$ cat src/rtl/ram_arbiter_if.sv
// Bundles the icache, dcache and RAM sides of the unified RAM port.
// The arbiter connects through master; the caches and RAM model use slave.
interface ram_arbiter_if;
  logic        iREN;
  logic [31:0] iaddr;
  logic        iwait;
  logic [31:0] iload;
  logic        dREN;
  logic        dWEN;
  logic [31:0] daddr;
  logic [31:0] dstore;
  logic        dwait;
  logic [31:0] dload;
  logic [1:0]  ramstate;
  logic [31:0] ramload;
  logic        ramREN;
  logic        ramWEN;
  logic [31:0] ramaddr;
  logic [31:0] ramstore;

  modport master (
    input  iREN, iaddr, dREN, dWEN, daddr, dstore, ramstate, ramload,
    output iwait, iload, dwait, dload, ramREN, ramWEN, ramaddr, ramstore
  );

  modport slave (
    output iREN, iaddr, dREN, dWEN, daddr, dstore, ramstate, ramload,
    input  iwait, iload, dwait, dload, ramREN, ramWEN, ramaddr, ramstore
  );
endinterface

$ cat src/rtl/ram_arbiter.sv
// Arbitrates the unified RAM port between icache word fetches and dcache two-word block
// bursts, holding the grant across a block and alternating priority between transactions.
module ram_arbiter #(
  parameter int unsigned LOCK_TIMEOUT = 4,
  parameter int unsigned CNT_W        = 32
) (
  input  logic             CLK,
  input  logic             nRST,
  ram_arbiter_if.master    bus,
  output logic             ram_err,
  output logic [CNT_W-1:0] istall_cnt,
  output logic [CNT_W-1:0] dstall_cnt
);

  localparam int unsigned     LockW     = (LOCK_TIMEOUT > 1) ? $clog2(LOCK_TIMEOUT) : 1;
  localparam logic [LockW-1:0] LockLast = LockW'(LOCK_TIMEOUT - 1);
  localparam logic [1:0]      RamAccess = 2'd2;
  localparam logic [1:0]      RamError  = 2'd3;

  typedef enum logic [1:0] {StIdle, StIGrant, StDGrant, StDLock} state_e;

  state_e           state_q, state_d;
  logic             prio_q, prio_d;  // 1 = icache wins a tie
  logic [LockW-1:0] lock_q, lock_d;
  logic [CNT_W-1:0] istall_q, istall_d, dstall_q, dstall_d;

  logic        d_req;
  logic        iwait, dwait, ramREN, ramWEN;
  logic [31:0] iload, dload, ramaddr, ramstore;

  assign d_req = bus.dREN | bus.dWEN;

  always_comb begin
    state_d  = state_q;
    prio_d   = prio_q;
    lock_d   = lock_q;
    iwait    = 1'b1;
    dwait    = 1'b1;
    iload    = '0;
    dload    = '0;
    ramREN   = 1'b0;
    ramWEN   = 1'b0;
    ramaddr  = '0;
    ramstore = '0;
    ram_err  = 1'b0;
    unique case (state_q)
      StIdle: begin
        if (d_req && (!bus.iREN || !prio_q)) begin
          state_d = StDGrant;
        end else if (bus.iREN) begin
          state_d = StIGrant;
        end
      end
      StIGrant: begin
        iload = bus.ramload;
        if (!bus.iREN) begin
          state_d = StIdle;
        end else begin
          ramREN  = 1'b1;
          ramaddr = bus.iaddr;
          if (bus.ramstate == RamAccess) begin
            iwait   = 1'b0;
            prio_d  = 1'b0;
            state_d = StIdle;
          end else if (bus.ramstate == RamError) begin
            ram_err = 1'b1;
            state_d = StIdle;
          end
        end
      end
      StDGrant: begin
        dload    = bus.ramload;
        ramaddr  = bus.daddr;
        ramstore = bus.dstore;
        if (!d_req) begin
          state_d = StIdle;
        end else begin
          // A write wins when both dcache strobes are raised.
          ramWEN = bus.dWEN;
          ramREN = bus.dREN & ~bus.dWEN;
          if (bus.ramstate == RamAccess) begin
            dwait = 1'b0;
            if (bus.daddr[2]) begin
              prio_d  = 1'b1;
              state_d = StIdle;
            end else begin
              lock_d  = '0;
              state_d = StDLock;
            end
          end else if (bus.ramstate == RamError) begin
            ram_err = 1'b1;
            state_d = StIdle;
          end
        end
      end
      StDLock: begin
        if (d_req) begin
          state_d = StDGrant;
        end else if (lock_q == LockLast) begin
          lock_d  = '0;
          prio_d  = 1'b1;
          state_d = StIdle;
        end else begin
          lock_d = lock_q + LockW'(1);
        end
      end
      default: state_d = StIdle;
    endcase
  end

  // Saturating stall counters, independent of arbiter state.
  always_comb begin
    istall_d = istall_q;
    dstall_d = dstall_q;
    if (bus.iREN && iwait && (istall_q != '1)) istall_d = istall_q + CNT_W'(1);
    if (d_req && dwait && (dstall_q != '1)) dstall_d = dstall_q + CNT_W'(1);
  end

  always_ff @(posedge CLK or negedge nRST) begin
    if (!nRST) begin
      state_q  <= StIdle;
      prio_q   <= 1'b0;
      lock_q   <= '0;
      istall_q <= '0;
      dstall_q <= '0;
    end else begin
      state_q  <= state_d;
      prio_q   <= prio_d;
      lock_q   <= lock_d;
      istall_q <= istall_d;
      dstall_q <= dstall_d;
    end
  end

  assign bus.iwait    = iwait;
  assign bus.dwait    = dwait;
  assign bus.iload    = iload;
  assign bus.dload    = dload;
  assign bus.ramREN   = ramREN;
  assign bus.ramWEN   = ramWEN;
  assign bus.ramaddr  = ramaddr;
  assign bus.ramstore = ramstore;
  assign istall_cnt   = istall_q;
  assign dstall_cnt   = dstall_q;

endmodule

$ cat src/flat_wrapper.sv
// flat-port wrapper written by rule: the top's interface ports become plain ports
module ram_arbiter_flat 
#(
  parameter int unsigned LOCK_TIMEOUT = 4,
  parameter int unsigned CNT_W        = 32
)
  (CLK, nRST, ram_err, istall_cnt, dstall_cnt, bus_iREN, bus_iaddr, bus_dREN, bus_dWEN, bus_daddr, bus_dstore, bus_ramstate, bus_ramload, bus_iwait, bus_iload, bus_dwait, bus_dload, bus_ramREN, bus_ramWEN, bus_ramaddr, bus_ramstore);
  ram_arbiter_if bus_i ();
  input  logic CLK;
  input  logic nRST;
  output logic ram_err;
  output logic [CNT_W-1:0] istall_cnt;
  output logic [CNT_W-1:0] dstall_cnt;
  input wire logic [$bits(bus_i.iREN)-1:0] bus_iREN;
  input wire logic [$bits(bus_i.iaddr)-1:0] bus_iaddr;
  input wire logic [$bits(bus_i.dREN)-1:0] bus_dREN;
  input wire logic [$bits(bus_i.dWEN)-1:0] bus_dWEN;
  input wire logic [$bits(bus_i.daddr)-1:0] bus_daddr;
  input wire logic [$bits(bus_i.dstore)-1:0] bus_dstore;
  input wire logic [$bits(bus_i.ramstate)-1:0] bus_ramstate;
  input wire logic [$bits(bus_i.ramload)-1:0] bus_ramload;
  output wire logic [$bits(bus_i.iwait)-1:0] bus_iwait;
  output wire logic [$bits(bus_i.iload)-1:0] bus_iload;
  output wire logic [$bits(bus_i.dwait)-1:0] bus_dwait;
  output wire logic [$bits(bus_i.dload)-1:0] bus_dload;
  output wire logic [$bits(bus_i.ramREN)-1:0] bus_ramREN;
  output wire logic [$bits(bus_i.ramWEN)-1:0] bus_ramWEN;
  output wire logic [$bits(bus_i.ramaddr)-1:0] bus_ramaddr;
  output wire logic [$bits(bus_i.ramstore)-1:0] bus_ramstore;
  assign bus_i.iREN = bus_iREN;
  assign bus_i.iaddr = bus_iaddr;
  assign bus_i.dREN = bus_dREN;
  assign bus_i.dWEN = bus_dWEN;
  assign bus_i.daddr = bus_daddr;
  assign bus_i.dstore = bus_dstore;
  assign bus_i.ramstate = bus_ramstate;
  assign bus_i.ramload = bus_ramload;
  assign bus_iwait = bus_i.iwait;
  assign bus_iload = bus_i.iload;
  assign bus_dwait = bus_i.dwait;
  assign bus_dload = bus_i.dload;
  assign bus_ramREN = bus_i.ramREN;
  assign bus_ramWEN = bus_i.ramWEN;
  assign bus_ramaddr = bus_i.ramaddr;
  assign bus_ramstore = bus_i.ramstore;
  ram_arbiter #(.LOCK_TIMEOUT(LOCK_TIMEOUT), .CNT_W(CNT_W)) u_core (.CLK(CLK), .nRST(nRST), .bus(bus_i), .ram_err(ram_err), .istall_cnt(istall_cnt), .dstall_cnt(dstall_cnt));
endmodule
$ cat config.mk
export PLATFORM = sky130hd
export DESIGN_NAME = ram_arbiter_flat
export DESIGN_NICKNAME = d
export VERILOG_FILES = /design/src/rtl/ram_arbiter_if.sv /design/src/rtl/ram_arbiter.sv /design/src/flat_wrapper.sv
export SDC_FILE = /design/constraint.sdc
export NUM_CORES = 1
export LEC_CHECK = 0
export CAP_MARGIN = 30
export CORE_MARGIN = 2
export CORE_UTILIZATION = 25
export CTS_CLUSTER_DIAMETER = 120
export DETAILED_ROUTE_END_ITERATION = 16
export PLACE_DENSITY = 0.66
export SLEW_MARGIN = 20
export SYNTH_ARGS = -nofsm -noshare
export SYNTH_HDL_FRONTEND = slang
export SYNTH_SLANG_ARGS = --single-unit
$ cat constraint.sdc
create_clock -name CLK -period 2.9 [get_ports CLK]
set_input_delay 0.29 -clock CLK [delete_from_list [all_inputs] [get_ports CLK]]
set_output_delay 0.29 -clock CLK [all_outputs]
set_load 0.02 [all_outputs]
* Word-level counts from Yosys, hierarchy flattened
Index checks and enable logic that the tools add are counted.
** Storage, ports and cells
- Word-level logic and storage cells :: 88
- Output and inout bits :: 197
- Input port bits :: 135
- Register bits after elaboration :: 69
** Cells by class
- Reductions and logical operators :: 14
- Equal/unequal tests :: 18
- Add/sub/neg operators :: 3
- Bitwise operators :: 3
- Mux-type cells :: 45
** Operators with widths (number)
- $mux W32 :: 4
- $add A32 B1 Y32 const B :: 2
- $ne A32 B32 Y1 const B :: 2
- $pmux W32 S2 :: 1
- $mux W2 :: 15
- $mux W1 :: 20
- $eq A2 B2 Y1 const B :: 5
- $ne A2 B1 Y1 const B :: 4
- $ne A2 B2 Y1 const B :: 4
- $pmux W2 S4 :: 1
- $reduce_and A8 Y1 :: 1
- $logic_and A1 B1 Y1 :: 5
- $reduce_and A5 Y1 :: 1
- $pmux W1 S2 :: 2
- $pmux W2 S2 :: 1
- $ne A3 B1 Y1 const B :: 1
- $ne A3 B2 Y1 const B :: 1
- $pmux W1 S3 :: 1
- $reduce_bool A3 Y1 :: 1
- $add A2 B1 Y2 const B :: 1
- $eq A2 B1 Y1 const B :: 1
- $logic_not A1 Y1 :: 2
- $logic_not A2 Y1 :: 1
- $reduce_and A2 Y1 :: 1
- other kinds (5) :: 5

* Depth between registers and ports, before layout
Gate-level depths: netlist of run 1.
- Word-level depth :: 6
- Mapped depth :: 9
- Mapped depth without buffers :: 7

* Least setup slack after synthesis of run 1
Ideal clock, no wire load.
- Path type :: register -> output
- Start point :: reg u_core.state_q[0]
- End point :: out bus_ramaddr[20]
- Required time :: 2610 ps
- Stages on the path, launching flop included :: 8
- Slack :: 752 ps
- Data arrival time :: 1858 ps
- Buffers on the path :: 3
- Cells stage by stage :: dfrtp_1 inv_1 ha_1 clkbuf_1 clkbuf_1 clkbuf_1 a22oi_1 nor2b_1
** Between the ends
- Cells in the longest elaborated chain, start to end :: 2
- Elaborated cells between the ends (all ways) :: 3
- Classes of those cells :: eq/ne (2); mux (1)
** RTL lines
- from (decl) :: line ram_arbiter.sv:22 : state_e state_q, state_d;
- from (signal assigned) :: line ram_arbiter.sv:121 : state_q <= StIdle;
- from (signal assigned) :: line ram_arbiter.sv:127 : state_q <= state_d;
- $eq A2 B2 Y1 / $eq A2 B1 Y1 (equally long branches) :: line ram_arbiter.sv:46 : unique case (state_q)
- $pmux W32 S2 (*) :: line ram_arbiter.sv:46
- to (decl) :: line flat_wrapper.sv:28 : output wire logic [$bits(bus_i.ramaddr)-1:0] bus_ramaddr;
Mark *: on every way between the ends. The rest lies on a longest branch, timed or not.

* Worst setup path in the final report of run 1
- Start point :: reg u_core.state_q[1]
- End point :: out bus_ramaddr[18]
Same word-level chain as after synthesis.

==> results.yml, run 1 <==
worst_setup_path:
  path_buf_inv: 3
  cpPeakStageDelay_ns: 0.62
  crit_type: "flip-flop to primary output"
  end_kind: "primary output"
  start_kind: "flip-flop"
  arrival_ns: 2.45
  required_ns: 2.61
  cp_slowest_cell: "clkdlybuf4s50_1"
  cp_max_fo: 35
  path_cells: "inv_1, ha_1, and2_1, buf_12, a22oi_1, nor2b_1, clkdlybuf4s50_1"
  crit_family: "buffers and inverters"
drt:
  antenna_left: 0
  wl_um: 20800
  post_drt_wl_per_cell_um: 18.6
  vias: 5136
  viasPerCell: 4.59
  drt_iter0_markers: 226
  drc_errors: 0
  dr.pass1.iters: 5
status:
  status: "finished clean"
pwr:
  power_switching_share_pct: 41.0
  p_comb_share_pct: 60.7
  report.power.total_w: 0.00630
  p_switching_w: 0.00258
  power.internal_w: 0.00372
  power.density_mw_per_mm2: 716
  power_leakage_nw: 3.54
  pwr-share-clk_pct: 18.0
  irDropWorstVdd_mv: 0.569
  pwr-share-seq_pct: 21.2
global_route:
  grt_use_total_pct: 19.4
  grt_max_degree: 70
  grt_pass1_vias: 5002
  antenna_found_initial: 2
  overflow: 0
  grt_pass1_wl_um: 30400
logic_synthesis:
  yosys-top-cells-area: "dfrtp_1 36%, and2_1 13%, xnor2_1 7.1%, a22oi_1 5.0%, nor2b_1 4.4%"
  yosysWarnings: 0
  syn_nets: 674
  synth_flop_cell: "dfrtp_1"
  post-synth-top-area-fraction_pct: 35.8
  syn-cell-area_mm2: 0.00482
  async_reset_ff_share_pct: 100
  synth-seq-cells: 69
  yosysSeqAreaShare_pct: 35.8
  syn_inst: 531
  yosysTopAreaCell: "dfrtp_1"
  syn_avg_cell_area_um2: 9.07
  synth_edf_count: 0
  synth.distinct_cells: 54
sta:
  hold_slack_ns: 0.441
  drv_slew: 0
  relSlewSlack_pct: 62.9
  worst_pin_slew_ns: 0.552
  setup_viol: 0
  min_period_over_period_pct: 94.6
  max_freq_mhz: 364
  skew_ns: 0.00749
  period_minus_slack_ns: 2.74
  final_hold_viol_count: 0
clock_tree:
  ctsRootBufferMaster: "clkbuf_16"
  insertion_delay_ns: 0.33
  path_clk_slew_ns: 0.06
  clk_path_buf_depth: 2
  cts_tree: "yes"
  cts_buffers: 9
  clock-sinks: 69
  h-tree-depth: 3
placement:
  port_buffers: 331
  place_area_mm2: 0.00843
  post-dp-hpwl_um: 16500
  gp_congestion: 0.890
floorplanning:
  fp.coreArea_mm2: 0.0188
  die_x_um: 143
  die_h_um: 143
  pin_count: 332
  die_area_mm2: 0.0204
  start_util_pct: 25.6
  rows: 50
cells_and_area:
  drive_gt1_share_pct: 5.83
  finalInstanceArea_mm2: 0.00880
  area_growth_pct: 82.6
  final_nets: 996
run:
  maxCapViolCount: 0
worst_hold_path:
  min_path_type: "primary input to asynchronous set/reset pin"
==> final timing paths <==
check / from / to / slack (ns) / depth (start not counted)
hold / removal: nRST / u_core.dstall_cnt[26] / 0.44 / 3
min in group CLK: u_core.dstall_cnt[21] / u_core.dstall_cnt[21] / 0.49 / 1
setup reg to reg: u_core.state_q[1] / u_core.istall_cnt[23] / 0.66 / 7
hold reg to reg: u_core.dstall_cnt[21] / u_core.dstall_cnt[21] / 0.49 / 1
max in group asynchronous: nRST / u_core.istall_cnt[23] / 1.93 / 4
setup / recovery: u_core.state_q[1] / bus_ramaddr[18] / 0.16 / 7
==> metal layers <==
metal | GRT usage (%) | share of wire (%)
met5 | 0 | 0.048
met4 | 6.62 | 2.7
met3 | 5.50 | 7.4
met2 | 33.2 | 49
met1 | 23.3 | 41
==> power groups by stage <==
stage / Clock [W] / Sequential (W) / Combinational, W
after global placement: 0 / 0.00134 / 0.00382
after CTS: 0.00117 / 0.00134 / 0.00385
after floorplan: 0 / 0.00145 / 0.00187
after detailed placement: 0 / 0.00135 / 0.00382
final: 0.00114 / 0.00134 / 0.00383
after global routing: 0.00121 / 0.00137 / 0.00408
==> final cells by class <==
| class | instances | area (um2) |
|---|---|---|
| clock inverters | 5 | 75.1 |
| flip-flops and latches | 69 | 1730 |
| diodes | 1 | 2.50 |
| clock buffers | 11 | 233 |
| well taps | 260 | 325 |
| inverters | 9 | 33.8 |
| fillers | 1823 | 10000 |
| repair buffers | 343 | 3460 |
| multi-input cells | 421 | 2940 |
==> state kept, by name, summed over array words and instances, names as in the netlist <==
signal and flops:
u_core.state_q 2, u_core.lock_q 2, u_core.prio_q 1, u_core.dstall_cnt 32, u_core.istall_cnt 32
==> cell families (layout without fill, tap and decap cells) <==
kind of cell / count (synthesis) / count (layout) / synth area share [%]
compound gates: 56 / 56 / 8.62
fa+ha+maj: 8 / 8 / 2.08
flops: 69 / 69 / 35.8
other cells: 0 / 1 / 0
mux: 4 / 4 / 0.961
buf+inv: 41 / 368 / 3.38
simple gates: 294 / 294 / 38.4
xor+xnor: 59 / 59 / 10.7
==> stage by stage <==
step	setup TNS (ns)	utilization, %	setup WS (ns)	std cells
3_5_place_dp	0	44.8	0.432	1099
4_1_cts	0	46.4	0.0634	1115
5_1_grt	-0.0117	46.7	-0.00353	1118
2_1_floorplan	0	-	0.752	531
3_3_place_gp	0	44.8	0.445	1099
6_report	0	46.7	0.156	1119
==> cell usage in the layout (no fill, tap or decap), types with 10 or more instances in the layout <==
cell type | Yosys | layout
nor3_1 | 10 | 10
nor2b_1 | 34 | 34
dfrtp_1 | 69 | 69
clkdlybuf4s50_1 | 0 | 325
nand4_1 | 24 | 24
nor2_1 | 15 | 15
nand3_1 | 26 | 26
xor2_1 | 20 | 20
a22oi_1 | 32 | 32
xnor2_1 | 39 | 39
nand2_1 | 29 | 29
and3_1 | 16 | 16
and2_1 | 100 | 100
==> cell usage after synthesis (3+ instances only) <==
master / instances
clkbuf_1: 25
a22oi_1: 32
ha_1: 8
nand3b_1: 3
inv_1: 9
nand2_1: 29
and3_1: 16
buf_2: 7
nor2b_1: 34
nand3_2: 3
xnor2_1: 39
nor2_1: 15
nand3_1: 26
and4_1: 9
xor2_1: 20
and2_1: 100
nor3_2: 5
nand4_1: 24
o21ai_0: 5
nor3_1: 10
dfrtp_1: 69
a21oi_1: 4
==> tightest hold or removal path, stage by stage <==
cell and delay, ns:
dlygate4sd3_1 0.52, buf_2 0.10, buf_4 0.23
==> what timing repair did <==
action	4_1_cts	5_1_grt
endpoints found under the setup margin	0	15
resized for setup	0	5
hold endpoints to repair	0	13
hold buffers	0	1
buffers inserted	0	1
(Power assumes the default switching activity.)
==> run 2: changes to the inputs <==
--- a/config.mk
+++ b/config.mk
@@ -9,8 +9,9 @@
 export CORE_MARGIN = 2
 export CORE_UTILIZATION = 25
 export CTS_CLUSTER_DIAMETER = 120
+export CTS_CLUSTER_SIZE = 24
 export DETAILED_ROUTE_END_ITERATION = 16
-export PLACE_DENSITY = 0.66
+export PLACE_DENSITY = 0.69
 export SLEW_MARGIN = 20
 export SYNTH_ARGS = -nofsm -noshare
 export SYNTH_HDL_FRONTEND = slang
==> constraint.sdc (replaced) <==
create_clock -name CLK -period 2.3 [get_ports CLK]
set_input_delay 0.23 -clock CLK [delete_from_list [all_inputs] [get_ports CLK]]
set_output_delay 0.23 -clock CLK [all_outputs]
set_load 0.02 [all_outputs]
==> run 2 against run 1 <==
Compared with the run above:
- core utilization down 0.093 points
- global-route usage down 0.43 points
- critical path type unchanged
- sequential share of layout area about the same
- cell count up 0.71%
- clock skew about the same
- largest power group unchanged
- flip-flop and latch count unchanged
- final area down 0.20%
- die area unchanged
- wire length down 1.2%
- worst setup slack worse by 0.073 ns
- total power up 20%
- clock-buffer cell count unchanged
==> results.yml, run 2 (synthesis results as in run 1) <==
drt:
  top_layer: "met5"
  dr_wl_met2_um: 9830
  dr.pass1.iters: 4
  drt_iter0_markers: 162
  antenna_left: 0
  wl_um: 20600
  post_drt_wl_per_cell_um: 18.3
  viasPerCell: 4.61
  drc_errors: 0
  wl_met1_um: 8890
  vias: 5194
  wl_met3_um: 1350
floorplanning:
  rows: 50
  die_x_um: 143
  die_h_um: 143
  pin_count: 332
  die_area_mm2: 0.0204
  start_util_pct: 25.6
  fp.coreArea_mm2: 0.0188
run:
  maxCapViolCount: 0
clock_tree:
  h-tree-depth: 3
  clk_path_buf_depth: 2
  clock-sinks: 69
  cts_tree: "yes"
  cts_buffers: 9
  ctsRootBufferMaster: "clkbuf_16"
  insertion_delay_ns: 0.33
  path_clk_slew_ns: 0.05
global_route:
  grt_max_degree: 70
  grt_pass1_vias: 4999
  grt_pass1_wl_um: 29700
  grt_use_total_pct: 18.9
  overflow: 0
  antenna_found_initial: 1
worst_setup_path:
  cp_slowest_cell: "dfrtp_1"
  path_buf_inv: 3
  cp_max_fo: 35
  crit_family: "buffers and inverters"
  start_kind: "flip-flop"
  path_cells: "inv_1, ha_2, and2_1, buf_12, a22oi_1, nor2b_1, dlygate4sd2_1"
  cpPeakStageDelay_ns: 0.37
  end_kind: "primary output"
  arrival_ns: 1.99
  required_ns: 2.07
  crit_type: "flip-flop to primary output"
sta:
  skew_ns: 0.00765
  relSlewSlack_pct: 70.0
  hold_slack_ns: 0.455
  final_hold_viol_count: 0
  worst_pin_slew_ns: 0.446
  drv_slew: 0
  period_minus_slack_ns: 2.22
  min_period_over_period_pct: 96.4
  max_freq_mhz: 451
  setup_viol: 0
cells_and_area:
  final_nets: 1007
  layout_common_cells: "227 x clkdlybuf4s50_1, 100 x and2_1, 69 x dfrtp_1"
  drive_gt1_share_pct: 8.65
  area_growth_pct: 82.3
  n_antenna_cell: 0
  finalNonFillerCells: 1127
  fillers: 1798
  final_common_cell: "clkdlybuf4s50_1"
placement:
  gp_congestion: 0.883
  placed_cells: 1108
  post-dp-hpwl_um: 16400
  port_buffers: 331
pwr:
  power_switching_share_pct: 42.7
  power.internal_w: 0.00434
  pwr-share-seq_pct: 21.9
  p_switching_w: 0.00324
  report.power.total_w: 0.00758
  power_leakage_nw: 4.05
  pwr-share-clk_pct: 15.7
  irDropWorstVdd_mv: 0.545
  p_comb_share_pct: 62.4
  power.density_mw_per_mm2: 863
worst_hold_path:
  min_path_type: "primary input to asynchronous set/reset pin"
status:
  status: "finished clean"
==> run 2: cell types whose count changed in the layout (fill, tap and decap cells not counted), sizes merged <==
cell / delta
buf: +16
bufbuf: +1
bufinv: -2
clkbuf: +9
clkdlybuf4s15: +20
clkdlybuf4s50: -98
diode: -1
dlygate4sd2: +49
dlymetal6s2s: +14
==> run 2: layout make-up <==
cell class / count / area (um2) / area share, %
clock buffers: 11 / 233 / 2.65
clock inverters: 3 / 15.0 / 0.171
inverters: 9 / 33.8 / 0.385
multi-input cells: 421 / 2940 / 33.5
flip-flops and latches: 69 / 1730 / 19.7
well taps: 260 / 325 / 3.70
repair buffers: 354 / 3500 / 39.9
==> run 2: stage by stage <==
stage / area [um2] / utilization [%] / setup TNS, ns / worst slack, ns
final: 8780 / 46.6 / 0 / 0.0831
after global routing: 8780 / 46.6 / -0.00160 / -0.00116
after CTS: 8740 / 46.4 / 0 / 0.00905
after detailed placement: 8520 / 45.2 / 0 / 0.00162
after global placement: 8520 / 45.2 / 0 / 0.0155
after floorplan: 4820 / - / 0 / 0.212
==> run 2: worst min-delay path: stages <==
cell           delay (ns)
dlygate4sd3_1        0.52
buf_2                0.13
buf_12               0.32
==> run 2: routing by layer <==
layer,track usage (%),vias up
met5,0,-
met4,6.25,2
met3,3.92,33
met2,31.7,195
met1,24.4,2448
li1,-,2516
==> run 2: power groups by stage <==
stage / registers, W / clock network, W / logic (W)
3_5_place_dp: 0.00168 / 0 / 0.00491
4_1_cts: 0.00167 / 0.00122 / 0.00479
5_1_grt: 0.00171 / 0.00127 / 0.00505
6_report: 0.00166 / 0.00119 / 0.00473
3_3_place_gp: 0.00168 / 0 / 0.00487
2_1_floorplan: 0.00183 / 0 / 0.00236
==> run 2: final timing paths <==
path,slack [ns],startpoint,end,cells after the start
worst max-delay path,0.08,u_core.state_q[1],bus_ramaddr[25],7
worst min-delay path,0.45,nRST,u_core.dstall_cnt[20],3
worst max register to register,0.19,u_core.dstall_cnt[0],u_core.dstall_cnt[4],6
worst min register to register,0.50,u_core.dstall_cnt[29],u_core.dstall_cnt[29],1
max in group asynchronous,1.51,nRST,u_core.istall_cnt[14],3
min in group CLK,0.50,u_core.dstall_cnt[29],u_core.dstall_cnt[29],1
==> run 2: repair_timing <==
item                                    in CTS  in global routing
setup buffers                                3                  0
pin swaps                                    1                  0
hold buffers                                 1                  0
endpoints found under the setup margin     126                 96
hold endpoints to repair                    69                  0
resized for setup                           79                 59
gates cloned                                 1                  0
